**src/rtl/mem_arb_pkg.sv**
```systemverilog
// Shared types and defaults for the fetch/data memory arbiter.
// Latency: none (declarations only).
// Backpressure: n/a.
// Contents: FSM state enum, default port widths, dstreak counter width helper.
package mem_arb_pkg;

  localparam int DEF_ADDR_W      = 32;
  localparam int DEF_DATA_W      = 32;
  localparam int DEF_MAX_DSTREAK = 4;

  typedef enum logic [1:0] {
    IDLE    = 2'd0,
    SERVE_I = 2'd1,
    SERVE_D = 2'd2
  } arb_state_t;

  // Width able to hold 0..max_streak; never zero so the counter always exists.
  function automatic int streak_w(input int max_streak);
    return (max_streak < 1) ? 1 : $clog2(max_streak + 1);
  endfunction

endpackage

```
**src/rtl/mem_arb_pick.sv**
```systemverilog
// Grant selection between the fetch and data requesters.
// Latency: purely combinational.
// Backpressure: grants only while arb_en (arbiter idle); a masked winner yields no grant.
// Ports:
//   arb_en         - arbitration allowed this cycle (FSM in IDLE)
//   i_req, d_req   - raw fetch / data requests
//   i_mask, d_mask - requester just completed (its valid pulse is high)
//   streak_full    - data has won MAX_DSTREAK times while a fetch waited
//   grant_i, grant_d - one-hot (or zero) grant
module mem_arb_pick (
  input  logic arb_en,
  input  logic i_req,
  input  logic d_req,
  input  logic i_mask,
  input  logic d_mask,
  input  logic streak_full,
  output logic grant_i,
  output logic grant_d
);

  logic win_i;
  logic win_d;

  always_comb begin
    // Priority is decided on the raw requests. If the winner is the requester
    // that is completing this cycle, nobody is granted: its held request must
    // not be served twice, and handing the slot to the loser instead would
    // silently bypass data priority and the streak limit.
    win_i   = i_req && (!d_req || streak_full);
    win_d   = d_req && !win_i;
    grant_i = arb_en && win_i && !i_mask;
    grant_d = arb_en && win_d && !d_mask;
  end

endmodule

```
**src/rtl/mem_arbiter.sv**
```systemverilog
// Arbitrates a fetch port and a data port onto one shared memory port.
// Latency: request sampled at edge t -> mem_req from t+1; valid one cycle after the acked edge.
// Backpressure: requesters wait (req held) until their valid pulse; memory stalls via mem_ack.
// Ports:
//   clk, reset (async, active low)
//   fetch: i_req, i_addr -> i_rdata, i_valid
//   data:  d_req, d_we, d_be, d_addr, d_wdata -> d_rdata, d_valid
//   memory: mem_req, mem_we, mem_be, mem_addr, mem_wdata <- mem_rdata, mem_ack
//   busy: high whenever the FSM is not IDLE
module mem_arbiter
  import mem_arb_pkg::*;
#(
  parameter int ADDR_W      = DEF_ADDR_W,
  parameter int DATA_W      = DEF_DATA_W,
  parameter int MAX_DSTREAK = DEF_MAX_DSTREAK
) (
  input  logic                clk,
  input  logic                reset,
  input  logic                i_req,
  input  logic [ADDR_W-1:0]   i_addr,
  output logic [DATA_W-1:0]   i_rdata,
  output logic                i_valid,
  input  logic                d_req,
  input  logic                d_we,
  input  logic [DATA_W/8-1:0] d_be,
  input  logic [ADDR_W-1:0]   d_addr,
  input  logic [DATA_W-1:0]   d_wdata,
  output logic [DATA_W-1:0]   d_rdata,
  output logic                d_valid,
  output logic                mem_req,
  output logic                mem_we,
  output logic [DATA_W/8-1:0] mem_be,
  output logic [ADDR_W-1:0]   mem_addr,
  output logic [DATA_W-1:0]   mem_wdata,
  input  logic [DATA_W-1:0]   mem_rdata,
  input  logic                mem_ack,
  output logic                busy
);

  localparam int BE_W = DATA_W / 8;
  localparam int SW   = streak_w(MAX_DSTREAK);

  arb_state_t        state_q;
  arb_state_t        state_d;
  logic [SW-1:0]     dstreak_q;
  logic              streak_full;
  logic              grant_i;
  logic              grant_d;

  // Holding registers: the only source of the shared-port outputs, so the
  // port stays stable for the whole transaction regardless of requester inputs.
  logic [ADDR_W-1:0] addr_q;
  logic              we_q;
  logic [BE_W-1:0]   be_q;
  logic [DATA_W-1:0] wdata_q;

  assign streak_full = (dstreak_q == SW'(MAX_DSTREAK));

  mem_arb_pick u_pick (
    .arb_en      (state_q == IDLE),
    .i_req       (i_req),
    .d_req       (d_req),
    .i_mask      (i_valid),
    .d_mask      (d_valid),
    .streak_full (streak_full),
    .grant_i     (grant_i),
    .grant_d     (grant_d)
  );

  // State register
  always_ff @(posedge clk or negedge reset) begin
    if (!reset) begin
      state_q <= IDLE;
    end else begin
      state_q <= state_d;
    end
  end

  // Next state and state-decoded outputs
  always_comb begin
    state_d = state_q;
    mem_req = 1'b0;
    busy    = 1'b0;
    case (state_q)
      IDLE: begin
        if (grant_i) begin
          state_d = SERVE_I;
        end else if (grant_d) begin
          state_d = SERVE_D;
        end
      end
      SERVE_I, SERVE_D: begin
        mem_req = 1'b1;
        busy    = 1'b1;
        if (mem_ack) begin
          state_d = IDLE;
        end
      end
      default: state_d = IDLE;
    endcase
  end

  // Capture, completion and streak bookkeeping
  always_ff @(posedge clk or negedge reset) begin
    if (!reset) begin
      addr_q    <= '0;
      we_q      <= 1'b0;
      be_q      <= '0;
      wdata_q   <= '0;
      dstreak_q <= '0;
      i_rdata   <= '0;
      i_valid   <= 1'b0;
      d_rdata   <= '0;
      d_valid   <= 1'b0;
    end else begin
      i_valid <= 1'b0;
      d_valid <= 1'b0;

      if (grant_i) begin
        // Fetches are always full-word reads.
        addr_q  <= i_addr;
        we_q    <= 1'b0;
        be_q    <= '1;
        wdata_q <= '0;
      end else if (grant_d) begin
        addr_q  <= d_addr;
        we_q    <= d_we;
        be_q    <= d_be;
        wdata_q <= d_wdata;
      end

      // Count only data wins that actually kept a fetch waiting.
      if (grant_i) begin
        dstreak_q <= '0;
      end else if (grant_d && i_req && !streak_full) begin
        dstreak_q <= dstreak_q + SW'(1);
      end

      if (state_q == SERVE_I && mem_ack) begin
        i_rdata <= mem_rdata;
        i_valid <= 1'b1;
      end

      if (state_q == SERVE_D && mem_ack) begin
        d_valid <= 1'b1;
        // Stores return nothing; keep the last load result visible.
        if (!we_q) begin
          d_rdata <= mem_rdata;
        end
      end
    end
  end

  assign mem_addr  = addr_q;
  assign mem_we    = we_q;
  assign mem_be    = be_q;
  assign mem_wdata = wdata_q;

endmodule

```
**config.mk**
```make
export PLATFORM = sky130hd
export DESIGN_NAME = mem_arbiter
export DESIGN_NICKNAME = d
export VERILOG_FILES = /design/src/rtl/mem_arb_pkg.sv /design/src/rtl/mem_arb_pick.sv /design/src/rtl/mem_arbiter.sv
export SDC_FILE = /design/constraint.sdc
export NUM_CORES = 1
export LEC_CHECK = 0
export CORE_UTILIZATION = 38
export CTS_CLUSTER_SIZE = 24
export DETAILED_ROUTE_END_ITERATION = 8
export PLACE_DENSITY = 0.76
export SETUP_SLACK_MARGIN = 0.2
export SYNTH_ARGS = -nofsm -noshare
export SYNTH_HDL_FRONTEND = slang
export SYNTH_HIERARCHICAL = 1
export SYNTH_SLANG_ARGS = --single-unit
```
**constraint.sdc**
```tcl
create_clock -name clk -period 2.5 [get_ports clk]
set_input_delay 0.5 -clock clk [delete_from_list [all_inputs] [get_ports clk]]
set_output_delay 0.5 -clock clk [all_outputs]
set_load 0.005 [all_outputs]
```
---- Yosys cells after proc, flatten, opt, wreduce, memory -nomap -nowiden ----
Cells that the tools add are included.
cells by class
  $add $sub $neg .......................... 1
  equality and inequality tests ........... 5
  multiplexer cells ....................... 17
  bitwise operators ....................... 1
  reduce and logical (&&, ||, !) cells .... 22
operators with widths
  operator                                                               count
  32-bit two-way mux                                                     4
  1-bit logical AND                                                      10
  4-bit two-way mux                                                      2
  2-bit two-way mux                                                      3
  3-bit two-way mux                                                      2
  1-bit zero test                                                        5
  1-bit two-way mux                                                      5
  2-bit one-hot mux with 2 select lines                                  1
  2-bit AND reduction                                                    2
  2-bit nonzero test                                                     2
  3-bit by 1-bit adder with 3-bit output, second input constant          1
  3-bit equality test, second input constant                             1
  3-bit inequality test, second input constant                           1
  2-bit by 1-bit equality test with 1-bit output, second input constant  1
  2-bit equality test, second input constant                             1
  2-bit zero test                                                        1
  2-bit inequality test, second input constant                           1
  2-bit OR reduction                                                     1
  1-bit logical OR                                                       1
  1-bit NOT                                                              1
word-level totals
  register bits after elaboration ......... 140
  output and inout bits ................... 137
  word-level logic and storage cells ...... 56

---- Longest topological paths before layout ----
Gate-level depths: netlist of run 1.
  depth after elaboration ................. 11
  gate-level depth with buffers ........... 10
  depth with buffers taken out ............ 7

---- By module ----
Netlist of run 1, hierarchy kept.
modules (own cells, without submodules)
  module        instances  cells an instance  area an instance (um^2)  sequential area each (um^2)
  mem_arbiter   1          436                5836.8                   3503.4
  mem_arb_pick  1          5                  36.3                     0.0

---- Worst setup path after synthesis of run 1 ----
OpenSTA, ideal clock, no wires.
  kind .................................... flip-flop to flip-flop
  start ................................... register dstreak_q[0]
  end ..................................... register wdata_q[11], in the netlist mem_wdata[11]
  setup time .............................. 0.132 ns
  arrival ................................. 1.696 ns
  setup slack ............................. 0.672 ns
  cell stages (with the launch flop) ...... 10
  buffers on the path ..................... 3
  clock period less this slack ............ 1.828 ns
  cells stage by stage .................... dfrtp_1 inv_1 ha_1 and2_1 a211oi_2 buf_2 buf_2 buf_4 mux2i_1 nor2_1
on the way
  cells in the longest elaborated chain, start to end .. 8
  elaborated cells between the ends (all ways) .. 11
  classes of those cells .................. eq/ne: 1; mux: 1; reduce/logical: 9
RTL lines
  what                                 line                text
  start, declared                      mem_arbiter.sv:45   logic [SW-1:0] dstreak_q;
  start signal, assigned               mem_arbiter.sv:136  dstreak_q <= dstreak_q + SW'(1);
  3-bit equality test                  mem_arbiter.sv:57   assign streak_full = (dstreak_q == SW'(MAX_DSTREAK));
  via streak_full                      mem_arbiter.sv:46   logic streak_full;
  1-bit logical OR                     mem_arb_pick.sv:29  win_i = i_req && (!d_req || streak_full);
  1-bit logical AND                    mem_arb_pick.sv:29
  1-bit zero test                      mem_arb_pick.sv:30  win_d = d_req && !win_i;
  1-bit logical AND                    mem_arb_pick.sv:30
  1-bit logical AND (2 in a row)       mem_arb_pick.sv:32  grant_d = arb_en && win_d && !d_mask;
  via grant_d                          mem_arbiter.sv:48   logic grant_d;
  2-bit nonzero test (no source line)  -
  end signal, assigned                 mem_arbiter.sv:129  wdata_q <= d_wdata;
  end, declared                        mem_arbiter.sv:55   logic [DATA_W-1:0] wdata_q;
The timed path passes the listed nets, and every way through them passes these cells.
A chain may end at the register's enable or synchronous reset.

---- Final worst setup path of run 1 ----
  start ................................... register state_q[0]
  end ..................................... output mem_req
on the way
  cells in the longest elaborated chain, start to end .. 3
  elaborated cells between the ends (all ways) .. 4
  classes of those cells .................. eq/ne: 2; mux: 1; reduce/logical: 1
RTL lines
  what                                                                                   line               text
  start, declared                                                                        mem_arbiter.sv:43  arb_state_t state_q;
  start signal, assigned                                                                 mem_arbiter.sv:75  state_q <= state_d;
  2-bit by 1-bit equality test with 1-bit output or 2-bit equality test (tied branches)  mem_arbiter.sv:84  case (state_q)
  2-bit OR reduction *                                                                   mem_arbiter.sv:84
  1-bit two-way mux *                                                                    mem_arbiter.sv:84
  end, declared                                                                          mem_arbiter.sv:30  output logic mem_req,
Mark *: on every way between the ends. The rest lies on a longest branch, timed or not.

==> flow_summary.json, run 1 <==
{
  "io_buffer_count": 274,
  "peakVddDrop_mv": 0.652,
  "drtIter0Drc": 160,
  "slew_violations": 0,
  "clkSinkCount": 140,
  "fin_cells": 920,
  "fin_ws_ps": 302,
  "netlist_area_um2": 5870,
  "hp-class": "in -> async",
  "startpoint_type": "register",
  "nNetsFinal": 862,
  "dieHeight_um": 126,
  "root_buffer": "clkbuf_16",
  "dpl-instance-area_um2": 8910,
  "cts_setup_buffers": 0,
  "cp_slowest_cell": "clkdlybuf4s50_1",
  "cpPeakStageDelay_ps": 500,
  "reg2reg_to": "mem_addr[1]$_DFFE_PN0P_",
  "synth_seq_cells": 140,
  "p_leak_nw": 4.15,
  "multi_input_area_um2": 2210,
  "fin_area_um2": 9490,
  "power.density_nw_per_um2": 1250,
  "cp.required_ps": 2000,
  "clk_pin_slew_ps": 60,
  "pre_cts_ws_ps": 157,
  "grt_overflow_total": 0,
  "routedWlPerCell_um": 17.8,
  "drv_cap": 0,
  "drive_above_1_share_pct": 15.4,
  "initial_utilization_pct": 38.8,
  "clock_skew_ps": 9.15,
  "ctsResizeCount": 0,
  "synth_nets": 584,
  "reg2reg_slack_ps": 430,
  "arrival_ps": 1700,
  "grt_pass1_wl_um": 25600,
  "min_period_ps": 2200,
  "die_w_um": 126,
  "die_area_um2": 16000,
  "routed_wirelength_um": 16400,
  "worstSetupPathType": "reg -> out",
  "grt_pass1_vias": 4899,
  "r2r-start": "dstreak_q[0]$_DFFE_PN0P_",
  "area_growth_pct": 61.5,
  "finalPower_mw": 11.8,
  "fillers": 1124,
  "layout_commonest_cell": "clkdlybuf4s50_1",
  "cts_tree": "built",
  "setup_violations": 0,
  "cts_buffer_depth": 2,
  "ys_types": 26,
  "worst_pin_slew_ps": 524,
  "regArea_um2": 3500,
  "cts_made_buffers": 17,
  "first_pass_iters": 4,
  "yosys_warnings": 6,
  "coreArea_um2": 15100,
  "syn_avg_cell_area_um2": 13.3,
  "rows": 45,
  "vias": 4430,
  "hold_viol_final": 0,
  "place.gp.congestion": 0.798,
  "status": "completed",
  "grtUsageTotal_pct": 21.0,
  "pin_count": 275,
  "cts-htree-levels": 4,
  "cp-end-kind": "output port",
  "ys_seq_area_share_pct": 59.7,
  "hold_buffers": 0,
  "reg2reg_depth": 8,
  "diodes": 0,
  "fin_crit_sh_pct": 87.9,
  "ant_nets": 0,
  "clock_latency_ps": 410,
  "slew_headroom_pct": 65.1,
  "path_max_fanout": 3,
  "grt_max_degree": 83,
  "rsz0062_at_grt": "false",
  "vias_per_cell": 4.82,
  "worstPathCellList": "inv_1 > ha_4 > clkdlybuf4s50_1",
  "antenna_found_initial": 0,
  "drcViolationCount": 0,
  "dpl.hpwl_um": 12100,
  "place_inst": 888,
  "netlist_instances": 441,
  "final_cell_mix": "clkdlybuf4s50_1, dfrtp_1, mux2i_1",
  "clock.fmax_mhz": 455,
  "fin_tns_setup_ps": 0
}
-- worst max path at each step --
stage                        startpoint                         to  slack [ps]  cells after the start
2_1_floorplan  dstreak_q[0]$_DFFE_PN0P_  mem_wdata[11]$_DFFE_PN0P_         670                      9
3_3_place_gp                      d_req   mem_addr[13]$_DFFE_PN0P_         290                      7
3_5_place_dp                      i_req    mem_addr[1]$_DFFE_PN0P_         160                      6
4_1_cts          state_q[0]$_DFFE_PN0P_                    mem_req         210                      3
5_1_grt          state_q[0]$_DFFE_PN0P_                    mem_req         240                      3
6_report         state_q[0]$_DFFE_PN0P_                    mem_req         300                      3
-- power breakdown --
part	leakage, nW	total, mW	switching, mW	internal (mW)
sequential	1.71	4.07	0.659	3.41
clock	0.281	2.44	0.948	1.49
combinational	2.16	5.31	1.85	3.47
total	4.15	11.8	3.46	8.37
-- stage by stage --
step	hold WS [ps]	utilization (%)
6_report	42.2	62.6
5_1_grt	79.1	62.6
4_1_cts	51.8	62.6
3_5_place_dp	494	58.8
3_3_place_gp	489	58.8
2_1_floorplan	204	-
-- kinds of logic (layout without fill, tap and decap cells) --
kind of cell             Yosys count  in the layout  share of synthesized area, %
buffers and inverters             35            326                          3.24
multiplexers                     131            131                          25.6
adder cells (fa/ha/maj)            5              5                          1.07
flip-flops                       140            140                          59.7
AO/OA/AOI/OAI                     42             42                          4.11
AND/OR/NAND/NOR                   88             88                          6.31
-- synthesized netlist by cell type, drive strengths merged --
cell / instances / share of area, %
ha: 5 / 1.1
nor3b: 1 / 0.13
a32o: 1 / 0.17
a211o: 4 / 0.60
nor2b: 5 / 0.53
a21boi: 1 / 0.13
nor2: 36 / 2.3
nor3: 2 / 0.26
mux2i: 66 / 11
nand2: 37 / 2.4
and2: 2 / 0.21
nand3: 1 / 0.085
inv: 6 / 0.38
buf: 21 / 2.3
dfrtp: 140 / 60
a211oi: 1 / 0.21
nand2b: 4 / 0.43
mux2: 65 / 14
clkbuf: 8 / 0.51
a31oi: 1 / 0.11
o21ai: 34 / 2.9
-- state kept, by name, summed over array words and instances (netlist names) --
signal / count
d_rdata: 32
i_rdata: 32
mem_addr: 32
mem_wdata: 32
mem_be: 4
dstreak_q: 3
state_q: 2
d_valid: 1
i_valid: 1
mem_we: 1
-- layer usage --
| metal | up-vias | routed length, µm | share of wire, % | track usage [%] |
|---|---|---|---|---|
| met5 | - | 0 | 0 | 0 |
| met4 | 0 | 152 | 0.93 | 6.24 |
| met3 | 12 | 1450 | 8.8 | 8.44 |
| met1 | 2172 | 6430 | 39 | 23.1 |
| li1 | 2065 | - | - | - |
| met2 | 181 | 8360 | 51 | 37.1 |
-- area by class of cell --
cell class                 count  area share, %
sequential                   140           36.9
timing repair buffer         288           31.1
multi-input combinational    266           23.3
clock buffer                  21           4.75
tap                          188           2.48
clock inverter                11           1.25
inverter                       6          0.237
-- worst max-delay path, delay by kind of cell (launching register included) --
kind                       cells  cell delay, ps
DFF                            1             380
buffers and inverters          2             610
adders and majority gates      1             300
Note: power is estimated with default switching activity, not from simulation.
==> inputs of run 2 (changes only) <==
--- a/config.mk
+++ b/config.mk
@@ -6,6 +6,7 @@
 export NUM_CORES = 1
 export LEC_CHECK = 0
 export CORE_UTILIZATION = 38
+export CTS_CLUSTER_DIAMETER = 30
 export CTS_CLUSTER_SIZE = 24
 export DETAILED_ROUTE_END_ITERATION = 8
 export PLACE_DENSITY = 0.76
==> results of run 2 <==
Final layout, timing and power as in run 1 (identical DEF).
